## config.mk

```make
export PLATFORM = sky130hd
export DESIGN_NAME = sample_window_collector
export DESIGN_NICKNAME = d
export VERILOG_FILES = /design/src/rtl/swc_pkg.sv /design/src/rtl/swc_shift_window.sv /design/src/rtl/sample_window_collector.sv
export SDC_FILE = /design/constraint.sdc
export NUM_CORES = 1
export LEC_CHECK = 0
export CAP_MARGIN = 5
export CORE_MARGIN = 2
export CORE_UTILIZATION = 47
export CTS_CLUSTER_DIAMETER = 50
export DETAILED_ROUTE_END_ITERATION = 8
export GPL_ROUTABILITY_DRIVEN = 0
export PLACE_DENSITY = 0.76
export SLEW_MARGIN = 20
export SYNTH_ARGS = -nofsm -noshare
export SYNTH_HDL_FRONTEND = slang
export SYNTH_SLANG_ARGS = --single-unit
```

## constraint.sdc

```tcl
create_clock -name clk -period 1.5 [get_ports clk]
set_input_delay 0.3 -clock clk [delete_from_list [all_inputs] [get_ports clk]]
set_output_delay 0.3 -clock clk [all_outputs]
set_load 0.03 [all_outputs]
```

## src/rtl/swc_pkg.sv

```systemverilog
// Shared definitions for the sample window collector: default widths, window
// length and the collector state encoding.
package swc_pkg;

  localparam int DEFAULT_DATAWIDTH = 16;
  localparam int DEFAULT_SHIFT_AMT = 1;
  localparam int WINDOW_LEN        = 8;

  typedef enum logic {
    FILL = 1'b0,
    HOLD = 1'b1
  } swc_state_e;

endpackage : swc_pkg

```

## src/rtl/swc_shift_window.sv

```systemverilog
// WINDOW_LEN-deep sample shift register; taps_o shows the window as it will be
// after this cycle's load, so the caller can capture a completed window directly.
module swc_shift_window
  import swc_pkg::*;
#(
  parameter int DATAWIDTH = DEFAULT_DATAWIDTH
) (
  input  logic                 clk,
  input  logic                 rst,
  input  logic                 load_i,
  input  logic [DATAWIDTH-1:0] data_i,
  output logic [DATAWIDTH-1:0] taps_o [WINDOW_LEN]
);

  logic [DATAWIDTH-1:0] win_q [WINDOW_LEN];
  logic [DATAWIDTH-1:0] win_d [WINDOW_LEN];

  // Oldest sample at index 0, newest at WINDOW_LEN-1.
  always_comb begin
    win_d = win_q;
    if (load_i) begin
      for (int k = 0; k < WINDOW_LEN - 1; k++) begin
        win_d[k] = win_q[k + 1];
      end
      win_d[WINDOW_LEN-1] = data_i;
    end
  end

  // NOTE: the storage is cleared on reset so a window cut short by rst can never leak stale samples.
  always_ff @(posedge clk) begin
    if (rst) begin
      win_q <= '{default: '0};
    end else begin
      win_q <= win_d;
    end
  end

  assign taps_o = win_d;

endmodule : swc_shift_window

```

## src/rtl/sample_window_collector.sv

```systemverilog
// Serial-to-parallel window collector feeding the 8-input averager.
// Build option: SWC_SLIDING_WINDOW_EN selects overlapping (sliding) windows.
module sample_window_collector
  import swc_pkg::*;
#(
  parameter int DATAWIDTH = DEFAULT_DATAWIDTH,
  parameter int SHIFT_AMT = DEFAULT_SHIFT_AMT,
  parameter int CNTWIDTH  = 16
) (
  input  logic                 clk,
  input  logic                 rst,
  input  logic [DATAWIDTH-1:0] in_data,
  input  logic                 in_valid,
  output logic                 in_ready,
  output logic [DATAWIDTH-1:0] a,
  output logic [DATAWIDTH-1:0] b,
  output logic [DATAWIDTH-1:0] c,
  output logic [DATAWIDTH-1:0] d,
  output logic [DATAWIDTH-1:0] e,
  output logic [DATAWIDTH-1:0] f,
  output logic [DATAWIDTH-1:0] g,
  output logic [DATAWIDTH-1:0] h,
  output logic [7:0]           sa,
  output logic                 frame_valid,
  input  logic                 frame_ready,
  output logic [CNTWIDTH-1:0]  frame_count
);

`ifdef SWC_SLIDING_WINDOW_EN
  // One extra bit so the fill counter can saturate at WINDOW_LEN.
  localparam int FILL_W = $clog2(WINDOW_LEN) + 1;
`else
  localparam int FILL_W = $clog2(WINDOW_LEN);
`endif
  localparam logic [FILL_W-1:0] LAST_FILL = FILL_W'(WINDOW_LEN - 1);

  swc_state_e           state_q, state_d;
  logic [FILL_W-1:0]    fill_q, fill_d;
  logic                 frame_valid_q, frame_valid_d;
  logic [CNTWIDTH-1:0]  frame_count_q, frame_count_d;
  logic [DATAWIDTH-1:0] out_q [WINDOW_LEN];
  logic [DATAWIDTH-1:0] out_d [WINDOW_LEN];
  logic [DATAWIDTH-1:0] next_win [WINDOW_LEN];
  logic                 accept;
  logic                 handoff;

  assign accept  = in_valid && in_ready;
  assign handoff = frame_valid_q && frame_ready;

  swc_shift_window #(
    .DATAWIDTH(DATAWIDTH)
  ) u_window (
    .clk   (clk),
    .rst   (rst),
    .load_i(accept),
    .data_i(in_data),
    .taps_o(next_win)
  );

  // NOTE: every signal written here gets a default first, so no path can infer a latch.
  always_comb begin
    state_d       = state_q;
    fill_d        = fill_q;
    frame_valid_d = frame_valid_q;
    frame_count_d = frame_count_q;
    out_d         = out_q;
    in_ready      = 1'b0;

    if (handoff) begin
      frame_valid_d = 1'b0;
      frame_count_d = frame_count_q + 1'b1;
    end

`ifdef SWC_SLIDING_WINDOW_EN
    in_ready = !frame_valid_q || frame_ready;
    if (accept) begin
      if (state_q == HOLD || fill_q == LAST_FILL) begin
        out_d         = next_win;
        frame_valid_d = 1'b1;
        fill_d        = FILL_W'(WINDOW_LEN);
        state_d       = HOLD;
      end else begin
        fill_d = fill_q + 1'b1;
      end
    end
`else
    unique case (state_q)
      FILL: begin
        in_ready = 1'b1;
        if (accept) begin
          if (fill_q == LAST_FILL) begin
            out_d         = next_win;
            frame_valid_d = 1'b1;
            fill_d        = '0;
            state_d       = HOLD;
          end else begin
            fill_d = fill_q + 1'b1;
          end
        end
      end
      HOLD: begin
        // Input is throttled by the consumer so a stalled window is never overwritten.
        in_ready = frame_ready;
        if (frame_ready) begin
          state_d = FILL;
          fill_d  = accept ? FILL_W'(1) : '0;
        end
      end
      default: state_d = FILL;
    endcase
`endif
  end

  // NOTE: state registers use non-blocking assignments so every register samples pre-edge values.
  always_ff @(posedge clk) begin
    if (rst) begin
      state_q       <= FILL;
      fill_q        <= '0;
      frame_valid_q <= 1'b0;
      frame_count_q <= '0;
      out_q         <= '{default: '0};
    end else begin
      state_q       <= state_d;
      fill_q        <= fill_d;
      frame_valid_q <= frame_valid_d;
      frame_count_q <= frame_count_d;
      out_q         <= out_d;
    end
  end

  assign a           = out_q[0];
  assign b           = out_q[1];
  assign c           = out_q[2];
  assign d           = out_q[3];
  assign e           = out_q[4];
  assign f           = out_q[5];
  assign g           = out_q[6];
  assign h           = out_q[7];
  assign sa          = 8'(SHIFT_AMT);
  assign frame_valid = frame_valid_q;
  assign frame_count = frame_count_q;

endmodule : sample_window_collector

```

Word level (Yosys, flattened, before mapping)
Index checks and enable logic that the tools add are counted.
- add/subtract/negate cells: 2
- eq/ne operators: 3
- mux-type cells: 15
- bitwise gates (word level): 1
- reductions and logical operators: 4
- operator list (cell ; count):
    $mux W128 ; 1
    $add A16 B1 Y16 const B ; 1
    $mux W3 ; 3
    $mux W1 ; 8
    $pmux W3 S2 ; 1
    $ne A2 B2 Y1 const B ; 2
    $pmux W1 S2 ; 2
    $add A3 B1 Y3 const B ; 1
    $eq A3 B3 Y1 const B ; 1
    $reduce_and A3 Y1 ; 1
    $logic_and A1 B1 Y1 ; 2
    $reduce_and A2 Y1 ; 1
    $not A1 Y1 ; 1
- flip-flop bits (word level): 277
- input bits: 20
- output and inout bits: 154

Logic depth before layout (Yosys ltp)
- word-level depth: 6
- mapped depth: 8
- mapped depth without buffers: 5

Modules after synthesis
From an unflattened synthesis, not the netlist that was laid out.
- cells, all modules: 1085
- area total of the unflattened synthesis: 11135.7 um2
- by module, submodules not included (module ; times used ; cells each ; area an instance (um2)):
    swc_shift_window ; 1 ; 412 ; 5774.3
    sample_window_collector ; 1 ; 673 ; 5361.4

Worst setup path before layout
No wires, ideal clock.
- path type: register to register
- start: register frame_count_q[6] (netlist: frame_count[6])
- end: register frame_count_q[14] (netlist: frame_count[14])
- library setup time: 0.070 ns
- data arrival time: 1.802 ns
- data required time: 1.430 ns
- path slack: -0.372 ns
- cell stages (with the launch flop): 5
- path buffers: 0
- clock period less this slack: 1.872 ns
- path through: dfxtp_1 -> nand4_2 -> or4_4 -> or3_1 -> a21oi_1
- word-level cells in the longest chain between the ends: 1
- RTL lines (element ; line ; RTL):
    start, declared ; sample_window_collector.sv:40 ; logic [CNTWIDTH-1:0] frame_count_q, frame_count_d;
    start signal, assigned ; sample_window_collector.sv:126 ; frame_count_q <= frame_count_d;
    $add A16 B1 Y16 ; sample_window_collector.sv:71 ; frame_count_d = frame_count_q + 1'b1;
No other way between the ends.
A chain may end at the register's enable or synchronous reset.

Final worst setup path
- start: register fill_q[1]
- end: register out_q (netlist bit c[3])
- word-level cells in the longest chain between the ends: 2
- RTL lines (element ; line ; RTL):
    start, declared ; sample_window_collector.sv:38 ; logic [FILL_W-1:0] fill_q, fill_d;
    start signal, assigned ; sample_window_collector.sv:124 ; fill_q <= fill_d;
    $eq A3 B3 Y1 ; sample_window_collector.sv:91 ; if (fill_q == LAST_FILL) begin
    $reduce_and A3 Y1 (no line) ; -- ;
    end signal, assigned ; sample_window_collector.sv:127 ; out_q <= out_d;
    end, declared ; sample_window_collector.sv:41 ; logic [DATAWIDTH-1:0] out_q [WINDOW_LEN];
No other way between the ends.

==> impl_metrics.yaml <==
synth:
  synth-seq-cells: 277
  syn_inst: 963
  synth_top_cells_by_count: "dfxtp_1 (277), nor2_1 (275), a211oi_1 (128), mux2i_1 (128), clkbuf_1 (44)"
  yosys.area.top_type: "dfxtp_1"
  post_synth.cell_area_avg_um2: 10.1
  synth.top_cells.by_area: "dfxtp_1 (57%), mux2i_1 (13%), nor2_1 (11%), a211oi_1 (9.9%), clkbuf_1 (1.7%)"
  netlist_area_um2: 9700
  async_reset_ff_frac: 0
  synthFlopType: "dfxtp_1"
  synth-edff-count: 0
  ys_seq_area_frac: 0.572
  synth_most_common_cell: "dfxtp_1"
  synth.distinct_cells: 33
  yosysWarnings: 0
  synth_top_cell_area_share: 0.572
critical_path:
  cp_data_required_time_ns: 1.94
  critPathTopFamily: "buffers and inverters"
  critPathMaxStageDelay_ns: 0.35
  path_class: "reg2reg"
  cp.arrival_ns: 2.02
  critical_path.max_fanout: 6
  cp_slowest_cell: "dfxtp_2"
  path_buf_inv: 2
  crit_path_end_kind: "flip-flop"
  startpoint_type: "flip-flop"
  crit_chain: "ha_4 > ha_4 > and2_4 > clkbuf_16 > clkbuf_16 > nor2_2 > a211oi_1"
detailed_routing:
  drc: 0
  wire_per_inst_um: 17.6
  drtPass1Iterations: 4
  dr.first_iter.drc_count: 384
  routed_wirelength_um: 25600
  drtAntennaViolNets: 0
  vias: 7595
  vias_per_cell: 5.23
outcome:
  failed_checks: "setup timing"
  status: "finished with violations"
grt:
  grt_max_degree: 68
  grt-ovfl-total: 0
  antenna_found_initial: 1
  grt_pass1_wl_um: 37400
  grt_pass1_vias: 7248
  grtUsageTotal: 0.211
sta:
  setup_slack_ns: -0.0778
  fin_skew_ns: 0.0171
  drv_slew: 0
  setup_tns_ns: -0.647
  post-route-period-util: 1.05
  finalHoldViolCount: 0
  fmax_ghz: 0.634
  finalSetupViolations: 38
  rsz0062_at_grt: "yes"
  period_minus_slack_ns: 1.58
die:
  die-area_um2: 21800
  core_area_um2: 20200
  die_x_um: 148
  initial_core_util: 0.479
  num_rows: 52
  die_h_um: 148
  ios: 174
layout:
  drive_gt1_frac: 0.399
  antenna_cells: 0
  finalNonFillerCells: 1453
  layout.nets: 1185
  syn2layout_area_growth_pct: 42.1
clocking:
  cts_buffer_depth: 3
  cts.clk_slew.worst_paths_ns: 0.06
  worstSkewPairLatency_ns: 0.53
  cts_tree: "yes"
  cts-root-buf: "clkbuf_16"
  cts.htree.levels: 1
  cts_made_buffers: 28
  clock_sinks: 277
  postCtsHoldBufs: 0
placed_design:
  placed_cells: 1376
  port_buffers: 165
  place_hpwl_um: 15700
pwr:
  ir_drop_v: 0.000704
  leakage_nw: 5.68
  power_density_nw_per_um2: 1100
run:
  drv_cap: 0
worst_hold_path:
  hp-class: "in2reg"
-- stage by stage --
stage	power (mW)	utilization	instance area [um^2]	hold WS, ns	worst slack, ns
finish	15.2	0.681	13800	0.187	-0.0778
global route	15.6	0.681	13800	0.188	-0.166
CTS	15.2	0.659	13300	0.169	-0.0820
detailed placement	8.18	0.598	12100	0.485	-0.521
global placement	8.17	0.598	12100	0.471	-0.442
floorplan	8.02	-	9950	0.448	-0.0253
-- metal layers --
metal | share of wire | global-route usage | routed length (um) | vias up
met2 | 0.50 | 0.370 | 12800 | 188
met3 | 0.060 | 0.0460 | 1540 | 39
met4 | 0.018 | 0.0466 | 455 | 0
met5 | 0 | 0 | 0 | -
met1 | 0.42 | 0.267 | 10800 | 3664
li1 | - | - | - | 3704
-- cell usage in the layout, fill, tap and decap left out, types with 3 or more instances in the layout --
cell type / instances
nand2_1: 8
a211oi_2: 88
clkinv_2: 3
xor2_1: 5
dfxtp_4: 8
buf_4: 29
conb_1: 8
a21oi_2: 3
buf_8: 7
nor2_1: 207
clkdlybuf4s15_2: 17
xnor2_1: 6
o21ai_0: 3
buf_6: 5
mux2i_2: 8
buf_2: 123
clkinvlp_4: 3
dfxtp_2: 11
nor2_4: 21
buf_16: 4
a211oi_1: 40
clkbuf_1: 7
a21oi_1: 3
clkbuf_16: 36
clkdlybuf4s50_1: 18
dfxtp_1: 258
nor2_2: 47
nand3_1: 9
mux2i_1: 120
clkbuf_8: 7
buf_12: 30
-- where the power goes --
group	leakage (nW)	internal [mW]	total (mW)	switching, mW
Sequential	2.25	7.40	7.44	0.0425
Clock	0.466	4.29	7.11	2.82
Combinational	2.96	0.259	0.620	0.362
-- cell type report --
type	count	area [um^2]
repair buffers	244	2280
well taps	270	338
multi-input cells	607	4600
clock inverters	9	106
fillers	1509	6450
clock buffers	43	860
inverters	3	13.8
flip-flops and latches	277	5590
-- registers in the layout, indices dropped and copies added (netlist names) --
name,flops
b,16
g,16
h,16
c,16
fill_q,3
state_q,1
frame_valid,1
a,16
d,16
e,16
f,16
frame_count,16
u_window.win_q,128
-- timing repair --
| action | CTS | global route |
|---|---|---|
| setup buffers | 4 | 11 |
| setup endpoints to repair | 270 | 193 |
| endpoints found under the hold margin | 0 | 0 |
| gates resized for setup | 610 | 318 |
| pin swaps | 36 | 58 |
| gates cloned | 6 | 7 |
-- path summary, 6_finish.rpt --
check	slack (ns)	cells after the start	to	from
hold / removal	0.19	2	state_q	rst
hold reg to reg	0.50	2	frame_count[1]	frame_count[1]
setup / recovery	-0.08	7	c[3]	fill_q[1]
setup reg to reg	-0.08	7	c[3]	fill_q[1]
-- logic make-up after synthesis --
logic type,Yosys count,share of synthesized area
AND/OR/NAND/NOR,312,0.128
flip-flops,277,0.572
other,2,0.000774
buffers and inverters,86,0.0435
AO/OA/AOI/OAI,142,0.108
multiplexers,129,0.133
adder cells (fa/ha/maj),4,0.00516
XOR/XNOR,11,0.00993
Power figures use the tool's default switching activity.
